**src/rtl/user_gpio_pkg.sv**
```systemverilog
// Shared definitions for the user GPIO Wishbone controller: register word offsets,
// ID register fields and the per-channel edge selection type.
package user_gpio_pkg;

    localparam logic [5:0] OFF_OUT      = 6'h00;
    localparam logic [5:0] OFF_OEB      = 6'h01;
    localparam logic [5:0] OFF_IN       = 6'h02;
    localparam logic [5:0] OFF_IRQ_EN   = 6'h03;
    localparam logic [5:0] OFF_IRQ_STAT = 6'h04;
    localparam logic [5:0] OFF_EDGE_CFG = 6'h05;
    localparam logic [5:0] OFF_ID       = 6'h06;

    localparam logic [15:0] ID_REV   = 16'h0001;
    localparam logic [7:0]  ID_MAGIC = 8'hA5;

    typedef enum logic {
        EDGE_RISE = 1'b0,
        EDGE_FALL = 1'b1
    } edge_cfg_e;

endpackage

```
**src/rtl/gpio_in_chan.sv**
```systemverilog
// One GPIO input channel: 2-flop synchroniser, optional debouncer and edge detector.
// Build option: GPIO_DEBOUNCE_EN adds a DEB_CYCLES stability counter before edge detection.
module gpio_in_chan
    import user_gpio_pkg::*;
`ifdef GPIO_DEBOUNCE_EN
#(
    parameter int DEB_CYCLES = 4
)
`endif
(
    input  logic      i_clk,
    input  logic      i_rst,
    input  logic      i_pad,
    input  edge_cfg_e i_edge,
    output logic      o_level,
    output logic      o_event
);

    logic r_meta;
    logic r_sync;
    logic r_hist;
    logic w_level;

    always_ff @(posedge i_clk or posedge i_rst) begin
        if (i_rst) begin
            r_meta <= 1'b0;
            r_sync <= 1'b0;
        end else begin
            r_meta <= i_pad;
            r_sync <= r_meta;
        end
    end

`ifdef GPIO_DEBOUNCE_EN
    logic       r_deb;
    logic [7:0] r_cnt;

    // Any return to the accepted level restarts the stability count.
    always_ff @(posedge i_clk or posedge i_rst) begin
        if (i_rst) begin
            r_deb <= 1'b0;
            r_cnt <= '0;
        end else if (r_sync == r_deb) begin
            r_cnt <= '0;
        end else if (r_cnt == 8'(DEB_CYCLES - 1)) begin
            r_deb <= r_sync;
            r_cnt <= '0;
        end else begin
            r_cnt <= r_cnt + 8'd1;
        end
    end

    assign w_level = r_deb;
`else
    assign w_level = r_sync;
`endif

    always_ff @(posedge i_clk or posedge i_rst) begin
        if (i_rst) begin
            r_hist <= 1'b0;
        end else begin
            r_hist <= w_level;
        end
    end

    // Edges come only from level history, so changing i_edge alone never fires.
    always_comb begin
        o_event = 1'b0;
        if (i_edge == EDGE_RISE) begin
            o_event = w_level & ~r_hist;
        end else begin
            o_event = ~w_level & r_hist;
        end
    end

    assign o_level = w_level;

endmodule

```
**src/rtl/user_gpio_wb_ctrl.sv**
```systemverilog
// Wishbone-slave GPIO controller owning the user io_out/io_oeb bundle, with edge interrupts.
// Build option: GPIO_DEBOUNCE_EN enables per-channel input debouncing of DEB_CYCLES cycles.
module user_gpio_wb_ctrl
    import user_gpio_pkg::*;
#(
    parameter int          N_IO       = 27,
    parameter logic [31:0] BASE_ADDR  = 32'h3000_0000,
    parameter int          DEB_CYCLES = 4
)
(
    input  logic            wb_clk_i,
    input  logic            wb_rst_i,
    input  logic            wbs_stb_i,
    input  logic            wbs_cyc_i,
    input  logic            wbs_we_i,
    input  logic [3:0]      wbs_sel_i,
    input  logic [31:0]     wbs_dat_i,
    input  logic [31:0]     wbs_adr_i,
    output logic            wbs_ack_o,
    output logic [31:0]     wbs_dat_o,
    input  logic [N_IO-1:0] io_in,
    output logic [N_IO-1:0] io_out,
    output logic [N_IO-1:0] io_oeb,
    output logic            irq_o
);

    if (N_IO < 1 || N_IO > 32 || DEB_CYCLES < 2 || DEB_CYCLES > 255 ||
        BASE_ADDR[7:0] != 8'h00) begin : g_bad_cfg
        $error("user_gpio_wb_ctrl: parameter out of range");
    end

    logic [N_IO-1:0] r_out;
    logic [N_IO-1:0] r_oeb;
    logic [N_IO-1:0] r_irq_en;
    logic [N_IO-1:0] r_irq_stat;
    logic [N_IO-1:0] r_edge_cfg;
    logic            r_ack;
    logic [31:0]     r_dat;
    logic            r_irq;

    logic            w_req;
    logic            w_take;
    logic            w_wr;
    logic [5:0]      w_off;
    logic [31:0]     w_bmask;
    logic [31:0]     w_rdata;
    logic [N_IO-1:0] w_wmask;
    logic [N_IO-1:0] w_wbits;
    logic [N_IO-1:0] w_clr;
    logic [N_IO-1:0] w_level;
    logic [N_IO-1:0] w_event;
    logic            w_unused_ok;

    function automatic logic [N_IO-1:0] merge(input logic [N_IO-1:0] old_v,
                                              input logic [N_IO-1:0] new_v,
                                              input logic [N_IO-1:0] mask);
        return (old_v & ~mask) | (new_v & mask);
    endfunction

    assign w_req   = wbs_stb_i & wbs_cyc_i & (wbs_adr_i[31:8] == BASE_ADDR[31:8]);
    assign w_take  = w_req & ~r_ack;
    assign w_wr    = w_take & wbs_we_i;
    assign w_off   = wbs_adr_i[7:2];
    assign w_bmask = {{8{wbs_sel_i[3]}}, {8{wbs_sel_i[2]}}, {8{wbs_sel_i[1]}}, {8{wbs_sel_i[0]}}};
    assign w_wmask = w_bmask[N_IO-1:0];
    assign w_wbits = wbs_dat_i[N_IO-1:0];
    assign w_clr   = (w_wr && w_off == OFF_IRQ_STAT) ? (w_wbits & w_wmask) : '0;
    assign w_unused_ok = ^{wbs_adr_i[1:0], wbs_dat_i};

    for (genvar i = 0; i < N_IO; i++) begin : g_chan
`ifdef GPIO_DEBOUNCE_EN
        gpio_in_chan #(
            .DEB_CYCLES(DEB_CYCLES)
        ) u_chan (
            .i_clk   (wb_clk_i),
            .i_rst   (wb_rst_i),
            .i_pad   (io_in[i]),
            .i_edge  (edge_cfg_e'(r_edge_cfg[i])),
            .o_level (w_level[i]),
            .o_event (w_event[i])
        );
`else
        gpio_in_chan u_chan (
            .i_clk   (wb_clk_i),
            .i_rst   (wb_rst_i),
            .i_pad   (io_in[i]),
            .i_edge  (edge_cfg_e'(r_edge_cfg[i])),
            .o_level (w_level[i]),
            .o_event (w_event[i])
        );
`endif
    end

    always_comb begin
        w_rdata = '0;
        case (w_off)
            OFF_OUT:      w_rdata = 32'(r_out);
            OFF_OEB:      w_rdata = 32'(r_oeb);
            OFF_IN:       w_rdata = 32'(w_level);
            OFF_IRQ_EN:   w_rdata = 32'(r_irq_en);
            OFF_IRQ_STAT: w_rdata = 32'(r_irq_stat);
            OFF_EDGE_CFG: w_rdata = 32'(r_edge_cfg);
            OFF_ID:       w_rdata = {ID_MAGIC, 8'(N_IO), ID_REV};
            default:      w_rdata = '0;
        endcase
    end

    // Ack is a single-cycle pulse; a held request must see ack low before it is taken again.
    always_ff @(posedge wb_clk_i or posedge wb_rst_i) begin
        if (wb_rst_i) begin
            r_ack <= 1'b0;
            r_dat <= '0;
        end else begin
            r_ack <= w_take;
            r_dat <= (w_take && !wbs_we_i) ? w_rdata : '0;
        end
    end

    always_ff @(posedge wb_clk_i or posedge wb_rst_i) begin
        if (wb_rst_i) begin
            r_out      <= '0;
            r_oeb      <= '1;
            r_irq_en   <= '0;
            r_edge_cfg <= '0;
        end else if (w_wr) begin
            case (w_off)
                OFF_OUT:      r_out      <= merge(r_out, w_wbits, w_wmask);
                OFF_OEB:      r_oeb      <= merge(r_oeb, w_wbits, w_wmask);
                OFF_IRQ_EN:   r_irq_en   <= merge(r_irq_en, w_wbits, w_wmask);
                OFF_EDGE_CFG: r_edge_cfg <= merge(r_edge_cfg, w_wbits, w_wmask);
                default:      r_out      <= r_out;
            endcase
        end
    end

    // A new event overrides a same-cycle write-1-to-clear of that bit.
    always_ff @(posedge wb_clk_i or posedge wb_rst_i) begin
        if (wb_rst_i) begin
            r_irq_stat <= '0;
            r_irq      <= 1'b0;
        end else begin
            r_irq_stat <= (r_irq_stat & ~w_clr) | w_event;
            r_irq      <= |(r_irq_stat & r_irq_en);
        end
    end

    assign wbs_ack_o = r_ack;
    assign wbs_dat_o = r_dat;
    assign io_out    = r_out;
    assign io_oeb    = r_oeb;
    assign irq_o     = r_irq;

endmodule

```
**config.mk**
```make
export PLATFORM = sky130hd
export DESIGN_NAME = user_gpio_wb_ctrl
export DESIGN_NICKNAME = d
export VERILOG_FILES = /design/src/rtl/user_gpio_pkg.sv /design/src/rtl/gpio_in_chan.sv /design/src/rtl/user_gpio_wb_ctrl.sv
export SDC_FILE = /design/constraint.sdc
export NUM_CORES = 1
export LEC_CHECK = 0
export CAP_MARGIN = 20
export CORE_UTILIZATION = 57
export DETAILED_ROUTE_END_ITERATION = 16
export PLACE_DENSITY = 0.9
export SLEW_MARGIN = 20
export SYNTH_ARGS = -nofsm -noshare
export SYNTH_HDL_FRONTEND = slang
export SYNTH_SLANG_ARGS = --single-unit
```
**constraint.sdc**
```tcl
create_clock -name wb_clk_i -period 17.5 [get_ports wb_clk_i]
set_input_delay 1.75 -clock wb_clk_i [delete_from_list [all_inputs] [get_ports wb_clk_i]]
set_output_delay 1.75 -clock wb_clk_i [all_outputs]
set_load 0.02 [all_outputs]
```
==> summary.md, run 1 <==
| Metric | Value |
|---|---|
| Mapped cell area | `10400 um2` |
| CTS clk-pin slew, worst paths | `60 ps` |
| R2R setup slack | `14480 ps` |
| Max Slew Vio Count | `0` |
| WP buf/inv | `2` |
| Most used cell, CP | `nor4_4` |
| Average wire per standard cell | `24.3 um` |
| Area contributors post-synth | `dfrtp_1 53%, mux2_2 12%, dfstp_2 6.8%` |
| Status | `finished, final reports clean` |
| Initial DRC Count | `794` |
| Fmax | `around 210 MHz` |
| Final ANT Viol Nets | `0` |
| Post-CTS Setup Bufs | `0` |
| Setup TNS Final | `0 ps` |
| Largest area contributor in the netlist | `dfrtp_1` |
| Sequential element share of the synthesized area | `59.7%` |
| Core area | `17500 um2` |
| Fillers | `1033` |
| GRT overflow | `0` |
| Worst Clk Skew | `between 6 and 7 ps` |
| Post-synthesis average cell area | `13.6 um2` |
| WL final | `28900 um` |
| Largest net degree at the start of global routing | `94` |
| CP max stage delay | `1020 ps` |
| Slew @ Worst Pin | `1080 ps` |
| Worst VDD drop | `0.0000795 V` |
| Synth Warn # | `0` |
| Fin crit share | `around 27%` |
| Min Hold Slack | `~350 ps` |
| CTS Sinks | `around 250` |
| Leak pwr | `5.47 nW` |
| Port Buffer Count | `about 180` |
| Die area | `roughly 19000 um2` |
| Startpoint types | `input port` |
| Num CTS Buffers | `26` |
| Max_slew headroom | `27.7%` |
| Maxcap violations | `0` |
| Hold_buf cts | `0` |
| Unrepaired setup endpoints after global routing | `false` |
| CTS tree | `done` |
| NumNets Final | `1042` |
| Fin. Hold Viols | `0` |
| Minimum clock period | `4720 ps` |
| Final setup vio count | `0` |
| Die Y | `around 140 um` |
| Synth top area share | `52.8%` |
| Synth cell types | `49` |
| Multi-input gate area | `4020 um2` |
| Layout cell share with drive strength beyond 1 | `25.8%` |
| Crit path max fanout | `32` |
| H-tree Lvls | `1` |
| Total number of vias | `7707` |
| Die width | `137 um` |
| Row count | `48` |
| Skew-Pair Late Insertion Delay | `530 ps` |
| Post-synthesis cell count | `765` |
| Post-synth EDFFs | `0` |
| Vias/cell | `roughly 6.5` |
| Pre-Repair DR Iteration Count | `5` |
| CP arrival | `~5200 ps` |
| Initial antenna violation count | `0` |
| Resized Gates After CTS | `0` |
| Sequential cell area | `6190 um2` |
| Hold Path Class | `flop to flop` |
| Kind of cell adding the most delay to the critical path | `simple AND/OR/NAND/NOR gates` |
| Gpl congestion | `0.877` |
| Vias in the first global route | `between 7k and 8k` |
| Global-route wire length before repair | `44400 um` |
| CTS root buf | `clkbuf_16` |
| Num ports | `188` |
| Primary FF master, synth | `dfrtp_1` |
| GRT Total Usage | `31.9%` |
| Crit path required time | `17960 ps` |
| Residual DRC | `0` |
| Critical Path Sink Type | `flop` |
| Ant diodes | `0` |
| Worst-path cell chain | `clkdlybuf4s50_1 > nor4_4 > buf_4 > nand2_1 > nor4_4 > mux2_4` |
| Initial core utilization | `approximately 59%` |
| WS Path Type | `input port to flop` |
| Synthesized flop and latch total | `roughly 250` |
| DP Wirelength | `18000 um` |
| Clock buffer depth | `3` |
| Asr flop ratio synth | `100%` |
| Slowest-stage cell, CP | `nor4_4` |
| Layout area overhead | `27.9%` |
| Power Density | `91.5 nW/um2` |
[cell usage after synthesis, types with 2 or more instances]
cell / count
nor4_2: 5
or3_1: 3
a211oi_1: 3
o31ai_1: 27
a211o_1: 2
a221oi_1: 2
buf_1: 5
buf_4: 7
clkbuf_1: 29
and3_1: 2
nand3b_1: 12
mux2i_1: 2
nand2b_1: 2
nor2_1: 28
nand2_1: 67
o2bb2ai_1: 6
or3b_2: 7
nor4_1: 2
a22oi_1: 34
mux2_1: 3
mux2_4: 8
a21oi_1: 27
nand4_1: 7
dfrtp_1: 219
a32oi_1: 4
a22o_1: 10
nor4b_1: 2
mux4_2: 15
and2_1: 6
nor4_4: 14
dfstp_2: 27
o211ai_1: 20
nand3_1: 37
mux2_2: 106
[through the flow]
step                setup WS (ps)  instances  cell area (um2)  power [mW]  util, %
floorplan                    9040        767            10400       0.622        -
CTS                         12860       1186            13200        1.22     75.5
finish                      12780       1187            13300        1.21     75.7
global route                12720       1187            13300        1.25     75.7
detailed placement          12360       1138            12300       0.658     70.4
global placement            12430       1138            12300       0.656     70.4
[layer usage]
layer	vias to the layer above	global-route usage, %	share of wire (%)
li1	3231	-	-
met1	3874	43.0	38
met2	509	51.3	49
met3	93	6.15	10
met4	0	13.1	3.9
met5	-	0	0
[where the power goes]
| group | internal, mW | leakage (nW) | switching [mW] | total, mW |
|---|---|---|---|---|
| Sequential | 0.579 | 3.01 | 0.00635 | 0.585 |
| Clock | 0.339 | 0.440 | 0.225 | 0.564 |
| Combinational | 0.0287 | 2.02 | 0.0363 | 0.0651 |
| Total | 0.946 | 5.47 | 0.268 | 1.21 |
[cells by family after synthesis]
family	count (synthesis)	share of synthesized area, %
other	1	0.0361
buffers and inverters	43	1.88
AND/OR/NAND/NOR	201	12.2
AO/OA/AOI/OAI	140	9.78
multiplexers	134	16.4
flip-flops	246	59.7
[worst register-to-register path: stages (launching register included)]
cell     delay (ps)
dfrtp_1         380
nor4_1          460
nand4_1         150
buf_4           370
or4_1          1010
buf_4           370
a21oi_1         190
[path summary, 6_finish.rpt]
kind	from	to	depth (start not counted)
min in group asynchronous	wb_rst_i	wbs_dat_o[1]	2
worst max-delay path	wbs_adr_i[4]	flop	6
worst min-delay path	g_chan[1].u_chan.r_meta	g_chan[1].u_chan.o_level	0
worst min register to register	g_chan[1].u_chan.r_meta	g_chan[1].u_chan.o_level	0
max in group asynchronous	wb_rst_i	asynchronous set/reset pin	3
worst max register to register	wbs_ack_o	wbs_dat_o[4]	6
[cell type report]
cell class | count | share of cell area, %
Tap cell | 225 | 2.12
Multi-Input combinational cell | 478 | 30.3
Sequential cell | 246 | 46.7
Clock inverter | 15 | 1.27
Inverter | 1 | 0.0849
Clock buffer | 33 | 5.48
Timing Repair Buffer | 189 | 14.1
[cells in the final DEF (no fill, tap or decap), drive strengths merged, types with 4 or more instances in the layout]
cell and count:
a21oi 27, a22o 10, a22oi 34, a32oi 4
and2 7, buf 14, clkbuf 33, clkdlybuf4s50 175
clkinv 9, dfrtp 219, dfstp 27, mux2 117
mux4 15, nand2 67, nand3 37, nand3b 12
nand4 7, nor2 28, nor4 21, o211ai 20
o2bb2ai 6, o31ai 27, or3b 7
Power figures use the tool's default switching activity.
==> run 2: changes to the inputs <==
--- a/config.mk
+++ b/config.mk
@@ -6,9 +6,9 @@
 export NUM_CORES = 1
 export LEC_CHECK = 0
 export CAP_MARGIN = 20
-export CORE_UTILIZATION = 57
+export CORE_UTILIZATION = 47
 export DETAILED_ROUTE_END_ITERATION = 16
-export PLACE_DENSITY = 0.9
+export PLACE_DENSITY = 0.8
 export SLEW_MARGIN = 20
 export SYNTH_ARGS = -nofsm -noshare
 export SYNTH_HDL_FRONTEND = slang
==> constraint.sdc (replaced) <==
create_clock -name wb_clk_i -period 3.95 [get_ports wb_clk_i]
set_input_delay 0.395 -clock wb_clk_i [delete_from_list [all_inputs] [get_ports wb_clk_i]]
set_output_delay 0.395 -clock wb_clk_i [all_outputs]
set_load 0.02 [all_outputs]
==> run 2 against run 1 <==
Effect of this change:
- via count shrank 3.0%
- cell count grew 5.5%
- total power grew to 4.3 times the previous value
- sequential share of layout area shrank 0.35 points
- combinational power grew to 4.4 times the previous value
- die area grew 21%
- routed wire length shrank 1.3%
- first-iteration DRC count shrank 25%
- hold slack lost 33 ps
- final area grew 0.76%
- critical path depth is the same
- critical path type unchanged
- largest power group unchanged
==> summary.md, run 2 (same netlist as run 1, synthesis figures left out) <==
| Metric | Value |
|---|---|
| Layout area overhead | `28.9% (was 27.9%)` |
| Die width | `151 um (was 137 um)` |
| Pint | `4.03 mW (was 0.946 mW)` |
| Num ports | `188 (unchanged)` |
| Row count | `53 (was 48)` |
| Critical Path Sink Type | `flop (unchanged)` |
| Worst Clk Skew | `11.8 ps (was 6.55 ps)` |
| Status | `finished, final reports clean (unchanged)` |
| Fillers | `1621 (was 1033)` |
| Hold_buf cts | `0 (unchanged)` |
| GRT overflow | `0 (unchanged)` |
| Setup TNS Final | `0 ps (unchanged)` |
| Power Density | `386 nW/um2 (was 91.5 nW/um2)` |
| Initial core utilization | `48.6% (was 59.2%)` |
| Startpoint types | `input port (unchanged)` |
| Multi-input gate area | `4020 um2 (about the same)` |
| Minimum clock period | `approximately 2700 ps` |
| Post-CTS Setup Bufs | `0 (unchanged)` |
| Vias in the first global route | `7593 (was 7850)` |
| Initial antenna violation count | `1 (was 0)` |
| Slew @ Worst Pin | `788 ps (was 1080 ps)` |
| CTS root buf | `clkbuf_16 (unchanged)` |
| Gpl congestion | `0.826 (was 0.877)` |
| Pwr Total | `5.16 mW (was 1.21 mW)` |
| Leading cell type in the layout, fill and taps excluded | `dfrtp_1 (unchanged)` |
| Fin crit share | `between 60% and 70%` |
| CP arrival | `3080 ps (was 5180 ps)` |
| NumNets Final | `1059 (was 1042)` |
| Final ANT Viol Nets | `0 (unchanged)` |
| H-tree Lvls | `1 (unchanged)` |
| Global-route wire length before repair | `43400 um (was 44400 um)` |
| Slowest-stage cell, CP | `nor4_4 (unchanged)` |
| CTS Sinks | `246 (unchanged)` |
| Average wire per standard cell | `22.8 um (was 24.3 um)` |
| WS Path Type | `input port to flop (unchanged)` |
| Worst reg-to-reg path cell count | `6 (unchanged)` |
| Max Slew Vio Count | `0 (unchanged)` |
| Sw Ratio | `21.9% (was 22.0%)` |
| CTS tree | `done (unchanged)` |
| Commonest non-fill, non-tap cells in the layout | `219 x dfrtp_1, 175 x clkdlybuf4s50_1, 106 x mux2_2, 67 x nand2_1, 36 x nand3_1 (was 219 x dfrtp_1, 175 x clkdlybuf4s50_1, 106 x mux2_2, 67 x nand2_1, 37 x nand3_1)` |
| Post-Place Setup Slack | `773 ps (was 12360 ps)` |
| Core area | `21400 um2 (was 17500 um2)` |
| Die area | `22700 um2 (was 18700 um2)` |
| Largest net degree at the start of global routing | `133 (was 94)` |
| Skew-Pair Late Insertion Delay | `520 ps (was 530 ps)` |
| Worst setup margin | `1260 ps (was 12780 ps)` |
| Worst VDD drop | `0.000423 V (was 0.0000795 V)` |
| Port Buffer Count | `177 (unchanged)` |
| Post-place instance area | `12600 um2 (was 12300 um2)` |
| Layout cell share with drive strength beyond 1 | `26.3% (was 25.8%)` |
| Clock power share | `44.3% (was 46.4%)` |
| Vias/cell | `5.97 (was 6.49)` |
| Design Area, Final | `13400 um2 (was 13300 um2)` |
| Final setup vio count | `0 (unchanged)` |
| GRT Total Usage | `25.6% (was 31.9%)` |
| Kind of cell adding the most delay to the critical path | `simple AND/OR/NAND/NOR gates (unchanged)` |
| CP max stage delay | `680 ps (was 1020 ps)` |
| WP depth | `6 (unchanged)` |
| Crit path max fanout | `14 (was 32)` |
| Resized Gates After CTS | `0 (unchanged)` |
| Unrepaired setup endpoints after global routing | `false (unchanged)` |
| Reg power frac | `50.2% (was 48.2%)` |
| Fin. Hold Viols | `0 (unchanged)` |
| DP Wirelength | `18900 um (was 18000 um)` |
| Leak pwr | `5.51 nW (was 5.47 nW)` |
| Total number of vias | `7475 (was 7707)` |
| CTS clk-pin slew, worst paths | `60 ps (about the same)` |
| Residual DRC | `0 (unchanged)` |
| Sequential cell area | `6190 um2 (unchanged)` |
| Pre-Repair DR Iteration Count | `7 (was 5)` |
| Num CTS Buffers | `25 (was 26)` |
| Initial DRC Count | `599 (was 794)` |
| Maxcap violations | `0 (unchanged)` |
| Die Y | `151 um (was 137 um)` |
| Hold Path Class | `input port to asynchronous set/reset pin (was flop to flop)` |
| Sw Pwr | `1.13 mW (was 0.268 mW)` |
| Worst-path cell chain | `clkdlybuf4s50_1 > nor3_1 > nand3_2 > nor4_4 > buf_4 > mux2_2 (was clkdlybuf4s50_1 > nor4_4 > buf_4 > nand2_1 > nor4_4 > mux2_4)` |
| Layout Utilization | `62.6% (was 75.7%)` |
| Clock buffer depth | `3 (unchanged)` |
| Combinational power share | `5.5% (was 5.4%)` |
| WP buf/inv | `2 (unchanged)` |
| Fmax | `372 MHz` |
| Max_slew headroom | `47.5% (was 27.7%)` |
| WL final | `28500 um (was 28900 um)` |
| Crit path required time | `4340 ps (was 17960 ps)` |
-- run 2: changes by cell type in the layout (fill, tap and decap cells not counted), moves of 2 or more --
cell	previous run	this run
buf_4	11	28
clkbuf_1	2	7
clkinv_2	8	4
buf_12	0	2
bufinv_16	3	1
-- run 2: worst paths after layout --
kind                                          start                         to  slack, ps
setup / recovery                      wbs_adr_i[11]                       flop       1260
hold / removal                             wb_rst_i    g_chan[5].u_chan.r_hist        310
setup reg to reg                          wbs_ack_o                       flop       1500
hold reg to reg            g_chan[26].u_chan.r_meta  g_chan[26].u_chan.o_level        350
max in group asynchronous                  wb_rst_i   g_chan[25].u_chan.r_hist       2560
min in group wb_clk_i                      io_in[3]    g_chan[3].u_chan.r_meta        310
-- run 2: per-layer routing --
metal / share of wire [%] / routed length, um / up-vias / track usage (%)
met5: 0 / 0 / - / 0
met4: 3.3 / 942 / 0 / 9.55
met3: 7.8 / 2220 / 67 / 5.45
met2: 48 / 13700 / 350 / 41.0
met1: 41 / 11600 / 3803 / 34.2
li1: - / - / 3255 / -
-- run 2: power groups by stage --
stage	Clock (mW)	Sequential (mW)	Combinational, mW
floorplan	0	2.63	0.128
global placement	0	2.63	0.280
detailed placement	0	2.64	0.285
CTS	2.31	2.59	0.286
global route	2.42	2.59	0.309
finish	2.29	2.59	0.285
-- run 2: layout make-up --
class	instances	share of cell area, %
inverters	1	0.0562
well taps	275	2.57
multi-input cells	478	30.1
clock buffers	38	5.49
clock inverters	6	0.431
flip-flops and latches	246	46.3
diodes	1	0.0187
repair buffers	207	15.0
-- run 2: through the flow --
stage               std cells  hold slack [ps]
floorplan                 767              331
global placement         1207              331
detailed placement       1207              335
CTS                      1251              303
global route             1252              308
finish                   1252              314
